**config.mk**
```make
export PLATFORM = sky130hd
export DESIGN_NAME = gain_level_controller
export DESIGN_NICKNAME = d
export VERILOG_FILES = /design/src/rtl/sound_mixer_pkg.sv /design/src/rtl/peak_detector.sv /design/src/rtl/gain_level_controller.sv
export SDC_FILE = /design/constraint.sdc
export NUM_CORES = 1
export LEC_CHECK = 0
export ABC_CLOCK_PERIOD_IN_PS = 6200
export CORE_ASPECT_RATIO = 1.25
export CORE_MARGIN = 2
export CORE_UTILIZATION = 53
export CTS_CLUSTER_DIAMETER = 30
export DETAILED_ROUTE_END_ITERATION = 12
export PLACE_DENSITY = 0.81
export SLEW_MARGIN = 20
export SYNTH_ARGS = -nofsm -noshare
export SYNTH_HDL_FRONTEND = slang
export SYNTH_HIERARCHICAL = 1
export SYNTH_SLANG_ARGS = --single-unit
export TNS_END_PERCENT = 5
```
**constraint.sdc**
```tcl
create_clock -name clock -period 6.2 [get_ports clock]
set_input_delay 1.24 -clock clock [delete_from_list [all_inputs] [get_ports clock]]
set_output_delay 1.24 -clock clock [all_outputs]
set_load 0.02 [all_outputs]
```
**src/rtl/sound_mixer_pkg.sv**
```systemverilog
// rtl/sound_mixer_pkg.sv - Shared gain code type, gain constants and controller state encoding.
package sound_mixer_pkg;

  typedef logic signed [3:0] gain_code_t;

  localparam gain_code_t GAIN_MUTE  = 4'b1000;
  localparam gain_code_t GAIN_UNITY = 4'b0000;

  typedef enum logic [1:0] {
    IDLE,
    ACCUM,
    DECIDE
  } gain_ctrl_state_t;

endpackage

```
**src/rtl/peak_detector.sv**
```systemverilog
// rtl/peak_detector.sv - Saturating magnitude, running window max and window sample counter.
module peak_detector #(
  parameter int BITS   = 24,
  parameter int WINDOW = 256
) (
  input  logic            clock,
  input  logic            reset_n,
  input  logic            clear_i,
  input  logic            accept_i,
  input  logic [BITS-1:0] sample_i,
  output logic [BITS-2:0] peak_o,
  output logic            done_o
);

  localparam int CW = (WINDOW > 1) ? $clog2(WINDOW) : 1;
  localparam logic [BITS-1:0] MOST_NEG = {1'b1, {(BITS-1){1'b0}}};

  logic [CW-1:0]   count_q, count_d;
  logic [BITS-2:0] acc_q, acc_d;
  logic [BITS-2:0] mag, max_v;

  always_comb begin
    // The most negative sample has no positive counterpart; clamp it to full scale.
    if (sample_i == MOST_NEG) begin
      mag = '1;
    end else if (sample_i[BITS-1]) begin
      mag = ~sample_i[BITS-2:0] + 1'b1;
    end else begin
      mag = sample_i[BITS-2:0];
    end
    max_v   = (mag > acc_q) ? mag : acc_q;
    done_o  = accept_i && (count_q == CW'(WINDOW - 1));
    peak_o  = max_v;
    acc_d   = acc_q;
    count_d = count_q;
    if (clear_i) begin
      acc_d   = '0;
      count_d = '0;
    end else if (accept_i) begin
      if (done_o) begin
        acc_d   = '0;
        count_d = '0;
      end else begin
        acc_d   = max_v;
        count_d = count_q + CW'(1);
      end
    end
  end

  always_ff @(posedge clock) begin
    if (!reset_n) begin
      acc_q   <= '0;
      count_q <= '0;
    end else begin
      acc_q   <= acc_d;
      count_q <= count_d;
    end
  end

endmodule

```
**src/rtl/gain_level_controller.sv**
```systemverilog
// rtl/gain_level_controller.sv - AGC top: window FSM, quiet counter and gain register.
// GAIN_CTRL_SOFT_MUTE_EN adds the mute_req port and the ramp down to / back up from GAIN_MUTE.
module gain_level_controller
  import sound_mixer_pkg::*;
#(
  parameter int BITS     = 24,
  parameter int WINDOW   = 256,
  parameter int HOLD     = 4,
  parameter int MIN_GAIN = -7,
  parameter int MAX_GAIN = 7
) (
  input  logic            clock,
  input  logic            reset_n,
  input  logic            enable,
`ifdef GAIN_CTRL_SOFT_MUTE_EN
  input  logic            mute_req,
`endif
  input  logic            sample_valid,
  input  logic [BITS-1:0] sample_in,
  input  logic [BITS-2:0] target_high,
  input  logic [BITS-2:0] target_low,
  output gain_code_t      gain_out,
  output logic            gain_valid,
  output logic [BITS-2:0] peak_out
);

  localparam int QW = $clog2(HOLD + 1);
  localparam gain_code_t      MIN_CODE = gain_code_t'(MIN_GAIN);
  localparam gain_code_t      MAX_CODE = gain_code_t'(MAX_GAIN);
  localparam logic [QW-1:0]   HOLD_CNT = QW'(HOLD);

  gain_ctrl_state_t state_q, state_d;
  gain_code_t       gain_q, gain_d;
  logic [QW-1:0]    quiet_q, quiet_d, quiet_inc;
  logic             gain_valid_q, gain_valid_d;
  logic [BITS-2:0]  peak_q, peak_d;
  logic [BITS-2:0]  win_peak;
  logic             win_done;
  logic             accept;
  logic             mute;

`ifdef GAIN_CTRL_SOFT_MUTE_EN
  assign mute = mute_req;
`else
  assign mute = 1'b0;
`endif

  // Samples arriving in DECIDE already belong to the next window.
  assign accept = enable && sample_valid && (state_q != IDLE);

  peak_detector #(
    .BITS   (BITS),
    .WINDOW (WINDOW)
  ) u_peak_detector (
    .clock    (clock),
    .reset_n  (reset_n),
    .clear_i  (!enable),
    .accept_i (accept),
    .sample_i (sample_in),
    .peak_o   (win_peak),
    .done_o   (win_done)
  );

  always_comb begin
    state_d      = state_q;
    gain_d       = gain_q;
    quiet_d      = quiet_q;
    peak_d       = peak_q;
    gain_valid_d = 1'b0;
    quiet_inc    = (quiet_q == HOLD_CNT) ? quiet_q : quiet_q + QW'(1);
    if (win_done) begin
      peak_d = win_peak;
    end
    if (!enable) begin
      state_d = IDLE;
      quiet_d = '0;
    end else begin
      case (state_q)
        IDLE:   state_d = ACCUM;
        ACCUM:  if (win_done) state_d = DECIDE;
        DECIDE: begin
          state_d = ACCUM;
          if (mute) begin
            if (gain_q != GAIN_MUTE) gain_d = gain_q - 4'sd1;
            quiet_d = '0;
          end else if (gain_q < MIN_CODE) begin
            gain_d  = gain_q + 4'sd1;
            quiet_d = '0;
          end else if ((peak_q > target_high) && (gain_q > MIN_CODE)) begin
            gain_d  = gain_q - 4'sd1;
            quiet_d = '0;
          end else if (peak_q < target_low) begin
            if ((quiet_inc == HOLD_CNT) && (gain_q < MAX_CODE)) begin
              gain_d  = gain_q + 4'sd1;
              quiet_d = '0;
            end else begin
              quiet_d = quiet_inc;
            end
          end else begin
            quiet_d = '0;
          end
          gain_valid_d = (gain_d != gain_q);
        end
        default: state_d = IDLE;
      endcase
    end
  end

  always_ff @(posedge clock) begin
    if (!reset_n) begin
      state_q      <= IDLE;
      gain_q       <= GAIN_UNITY;
      quiet_q      <= '0;
      gain_valid_q <= 1'b0;
      peak_q       <= '0;
    end else begin
      state_q      <= state_d;
      gain_q       <= gain_d;
      quiet_q      <= quiet_d;
      gain_valid_q <= gain_valid_d;
      peak_q       <= peak_d;
    end
  end

  assign gain_out   = gain_q;
  assign gain_valid = gain_valid_q;
  assign peak_out   = peak_q;

endmodule

```
Yosys cells after proc, flatten, opt, wreduce, memory -nomap -nowiden
Index checks and enable logic that the tools add are counted.
{"block": "totals", "register_bits": 64, "word_cells": 56}
{"block": "op_classes", "n_addsub": 5, "order_cmp": 6, "eq_ne": 8, "mux": 18, "n_bitwise": 1, "n_reduce_logical": 11}
{"op": "two-way mux 23 bit", "n": 4}
{"op": "greater-than comparator 23 bit", "n": 2}
{"op": "equality test 24 bit (second input constant)", "n": 1}
{"op": "two-way mux 4 bit", "n": 6}
{"op": "adder 23 x 1 -> 23 bit (second input constant)", "n": 1}
{"op": "< comparator 23 bit", "n": 1}
{"op": "NOT 23 bit", "n": 1}
{"op": "two-way mux 3 bit", "n": 5}
{"op": "adder 8 x 1 -> 8 bit (second input constant)", "n": 1}
{"op": "equality test 8 bit (second input constant)", "n": 1}
{"op": "< comparator 4 bit (second input constant)", "n": 2}
{"op": "two-way mux 8 bit", "n": 1}
{"op": "equality test 3 bit (second input constant)", "n": 2}
{"op": "logical AND 1 bit", "n": 5}
{"op": "adder 4 x 2 -> 4 bit (second input constant)", "n": 1}
{"op": "greater-than comparator 4 bit (second input constant)", "n": 1}
{"op": "inequality test 4 bit", "n": 1}
{"op": "one-hot mux 2 bit (2 select lines)", "n": 1}
{"op": "AND reduction 2 bit", "n": 2}
{"op": "subtractor 4 x 2 -> 4 bit (second input constant)", "n": 1}
{"op": "adder 3 x 1 -> 3 bit (second input constant)", "n": 1}
{"op": "AND reduction 3 bit", "n": 1}
{"op": "equality test 2 x 1 -> 1 bit (second input constant)", "n": 1}
{"op": "equality test 2 bit (second input constant)", "n": 1}
{"op": "5 further kinds", "n": 5}

Logic depth before layout (Yosys ltp)
{"block": "depth", "ltp_word": 11, "ltp_mapped": 18, "ltp_nobuf": 16}

Hierarchy
The synthesis kept the hierarchy.
{"mod": "gain_level_controller", "n_inst": 1, "cells_per_inst": 330, "area_each_um2": 2762.6, "seq_area_each_um2": 660.6}
{"mod": "peak_detector", "n_inst": 1, "cells_per_inst": 312, "area_each_um2": 2556.2, "seq_area_each_um2": 620.6}

Worst setup path after synthesis
No wires, ideal clock.
{"block": "synth_path", "path_type": "input -> register", "from": "input sample_in[1]", "to": "register peak_q[10] (netlist: peak_out[10])", "setup_ns": 0.117, "t_arrival_ns": 4.866, "required_time_ns": 6.083, "path_slack_ns": 1.218, "stages": 16, "n_path_buf": 1, "cell_sequence": "inv_1 > ha_1 > nor4b_1 > nand4_1 > or4_1 > and3_1 > nor3_2 > ha_1 > nand4_1 > nor2_1 > a221o_1 > o31ai_1 > clkbuf_1 > mux2_2 > mux2i_1 > nor2b_1"}
{"block": "synth_between", "elab_chain_len": 6}
{"element": "start, declared", "line_no": "gain_level_controller.sv:19", "source": "input logic [BITS-1:0] sample_in,"}
{"element": "NOT 23 bit", "line_no": "peak_detector.sv:27", "source": "mag = ~sample_i[BITS-2:0] + 1'b1;"}
{"element": "adder 23 x 1 -> 23 bit", "line_no": "peak_detector.sv:27"}
{"element": "two-way mux 23 bit", "line_no": "peak_detector.sv:26", "source": "end else if (sample_i[BITS-1]) begin"}
{"element": "two-way mux 23 bit *", "line_no": "peak_detector.sv:24", "source": "if (sample_i == MOST_NEG) begin"}
{"element": "greater-than comparator 23 bit", "line_no": "peak_detector.sv:31", "source": "max_v = (mag > acc_q) ? mag : acc_q;"}
{"element": "two-way mux 23 bit *", "line_no": "peak_detector.sv:31"}
{"element": "net win_peak[10]", "line_no": "gain_level_controller.sv:37", "source": "logic [BITS-2:0] win_peak;"}
{"element": "end signal, assigned", "line_no": "gain_level_controller.sv:121", "source": "peak_q <= peak_d;"}
{"element": "end, declared", "line_no": "gain_level_controller.sv:36", "source": "logic [BITS-2:0] peak_q, peak_d;"}
The timed path passes the listed nets; every way through them passes the cells marked *.
A chain may end at the register's enable or synchronous reset.

Worst setup path in the final report
{"block": "layout_path", "from": "input sample_in[0]", "to": "register peak_q[11] (netlist: peak_out[11])"}
The elaborated chain is that of the path after synthesis.

==> summary.txt <==
Pwr
  – Power, Total: 1.17 mW
  – Comb power frac: 18.2%
  – IR drop worst, VDD: 177 uV
  – Internal power: 0.872 mW
  – PD cells: 173 nW/um^2
  – Register share of total power: 35.4%
  – Static leakage: 2.79 nW
  – Switching share of total power: 25.6%
  – Clk network pwr share: 46.4%
  – Switch Pwr: 0.300 mW

Placed design
  – Gp weighted congestion: 0.888
  – Count of port buffers added during placement: 101
  – Detailed placement HPWL: 10900 microns

STA
  – Final Max Tran Viols: 0
  – Setup TNS: 0 ns
  – Final setup fails: 0
  – Final Cycle Share: 89.9%
  – Least-Margin Pin Slew: 0.647 ns
  – Worst hold slack: 0.472 ns
  – Unrepaired setup endpoints after global routing: false
  – Final min period: 5.57 ns
  – Fin. Hold Viols: 0
  – Maximum clock frequency: 180 MHz
  – Slew HR: 56.9%
  – Clk_skew: 0.00730 ns

Floorplanning
  – Initial Util: 54.8%
  – IO Pins: 102
  – Die span in y: 116 microns
  – Die W: 93.6 microns
  – Site row count: 40
  – Core area: 9710 sq um
  – Die area: 10900 sq um

Synthesis
  – Yosys Warn Count: 6
  – Post-synth net total: 791
  – Cell count after synthesis: 642
  – Synth cell count leaders: inv_1, ha_1, dfxtp_1
  – Post-Syn Area: 5320 sq um
  – Post-synth top flop: dfxtp_1
  – Synth top area cells: dfxtp_1, ha_1, inv_1
  – Sequential share of the synthesized area: 24.1%
  – Cell with the most instances after synthesis: inv_1
  – Synth Area per Inst: 8.28 sq um
  – Yosys top cell area share: 24.1%
  – Post-synth EDFFs: 0
  – Async SR Flop Fraction: 0%
  – Largest area contributor in the netlist: dfxtp_1
  – Count of state elements after synthesis: 64
  – Cell variety after synth: 64

Worst setup path
  – Crit-path max cell delay: 0.50 ns
  – Crit path max-delay family: simple AND/OR/NAND/NOR gates
  – CP Cell Sequence: clkdlybuf4s50_1, inv_1, ha_1, nor4b_1, nand4_1, or4_1, and3_1, nor3_2, ha_1, nand4_1, nor2_1, a221o_1, o31ai_4, buf_4, mux2_2, mux2i_1, nor2b_1
  – Max Fanout on Critical Path: 16
  – Crit path capture type: flip-flop
  – CP bufs+invs: 3
  – Slowest CP cell: or4_1
  – CP Data Arrival Time: 5.79 ns
  – Startpoint Class: input pin
  – CP Data Required Time: 6.42 ns
  – WS Path Type: input pin to flip-flop
  – Reg-to-reg slack, setup: 3.37 ns

Route
  – Drt first pass iters: 4
  – Post-DRT Antenna Nets: 0
  – Via/cell ratio: 5.72
  – Vias: 4984
  – Post-Route WL: 14000 microns
  – Per-cell routed wire length: 16.1 microns
  – First DRT Iteration DRCs: 222
  – DR DRC count: 0

Finish
  – Final nets: 890
  – # fillers: 812
  – N_diodes: 0
  – Area grow syn2layout: 27.8%
  – Fraction of layout cells with a size suffix above 1: 8.18%
  – Multi-input logic area: 3670 sq um
  – Register area: 1280 sq um

CTS
  – H-tree levels: 3
  – Worst-skew pair later-pin latency: 0.34 ns
  – Cts repair resizes: 0
  – Clock Tree Root: clkbuf_16
  – Clock slew at reported path FFs: 0.06 ns
  – # clock sinks: 64
  – TritonCTS clock tree: built
  – Post CTS Setup Buffer Count: 0
  – Post-CTS Hold Buffers: 0
  – Max clock buf depth: 2
  – CTS Buf Count: 9

Global routing
  – Total GRT Usage: 26.6%
  – Congestion Overflow GR: 0
  – Vias in the first global route: 4930
  – Global-route wire length before repair: 23000 microns
  – Largest net degree at the start of global routing: 33
  – Antenna violations before repair: 0

Flow run
  – Max cap viols: 0

Worst hold path
  – Hold Crit Class: flip-flop to flip-flop

Run status
  – Status: completed
[flip-flops by register name (all words and copies together) (netlist names)]
register	flops
gain_out	4
gain_valid	1
peak_out	23
quiet_q	3
state_q	2
u_peak_detector/acc_q	23
u_peak_detector/count_q	8
[area by class of cell]
cell class / count / area share [%]
multi-input combinational: 478 / 54.0
sequential: 64 / 18.9
timing repair buffer: 108 / 15.7
inverter: 80 / 4.42
clock buffer: 9 / 3.31
tap: 126 / 2.32
clock inverter: 7 / 1.40
[cell families after synthesis]
logic type,after synthesis,share of synthesized area [%]
AO/OA/AOI/OAI,135,17.6
buffers and inverters,100,7.22
XOR/XNOR,20,3.29
multiplexers,47,9.24
flip-flops,64,24.1
adder cells (fa/ha/maj),75,17.6
AND/OR/NAND/NOR,201,20.9
[metal layers]
layer  up-vias  GRT usage, %  part of all wire [%]
met5         -             0                     0
met4         0          9.37                   1.7
met3        18          5.01                   4.5
met2       135          47.1                    50
met1      2328          32.2                    44
li1       2503             -                     -
[placed cells by master, fill, tap and decap left out, types with 8 or more instances in the layout]
cell type        count
clkdlybuf4s50_1    101
inv_1               80
ha_1                75
dfxtp_1             64
nand2_1             49
a21oi_1             38
nor2_1              32
mux2i_1             30
nor2b_1             26
o21ai_0             25
a22o_1              23
nand4_1             17
mux2_2              17
xor2_1              16
nand3_1             15
clkbuf_16            9
a211oi_1             8
o31ai_1              8
[per-stage QoR]
step	instance area, sq um	std cells	worst slack [ns]	util [%]
2_1_floorplan	5320	642	1.22	-
3_3_place_gp	6470	856	0.491	66.7
3_5_place_dp	6470	856	0.379	66.7
4_1_cts	6800	872	0.701	70.0
5_1_grt	6800	872	0.379	70.0
6_report	6800	872	0.629	70.0
[path summary, 6_finish.rpt]
path / start / to / cells past startpoint
min: quiet_q[1] / quiet_q[1] / 2
max reg2reg: peak_out[8] / gain_out[2] / 8
min reg2reg: quiet_q[1] / quiet_q[1] / 2
max: sample_in[0] / peak_out[11] / 17
[power by group through the flow]
| stage | clock network (mW) | registers (mW) | logic (mW) |
|---|---|---|---|
| floorplan | 0 | 0.423 | 0.119 |
| CTS | 0.554 | 0.414 | 0.212 |
| detailed placement | 0 | 0.423 | 0.209 |
| finish | 0.544 | 0.415 | 0.214 |
| global placement | 0 | 0.423 | 0.203 |
| global route | 0.571 | 0.415 | 0.236 |
[worst reg2reg max path, stage by stage (launching register included)]
cell,delay (ns)
dfxtp_1,0.44
ha_1,0.30
a21oi_1,0.14
o21ai_0,0.09
a221oi_1,0.61
a31oi_4,0.19
and3_2,0.23
or3_1,0.38
a2111oi_2,0.35
No activity file was read; power rests on OpenSTA's default activity.
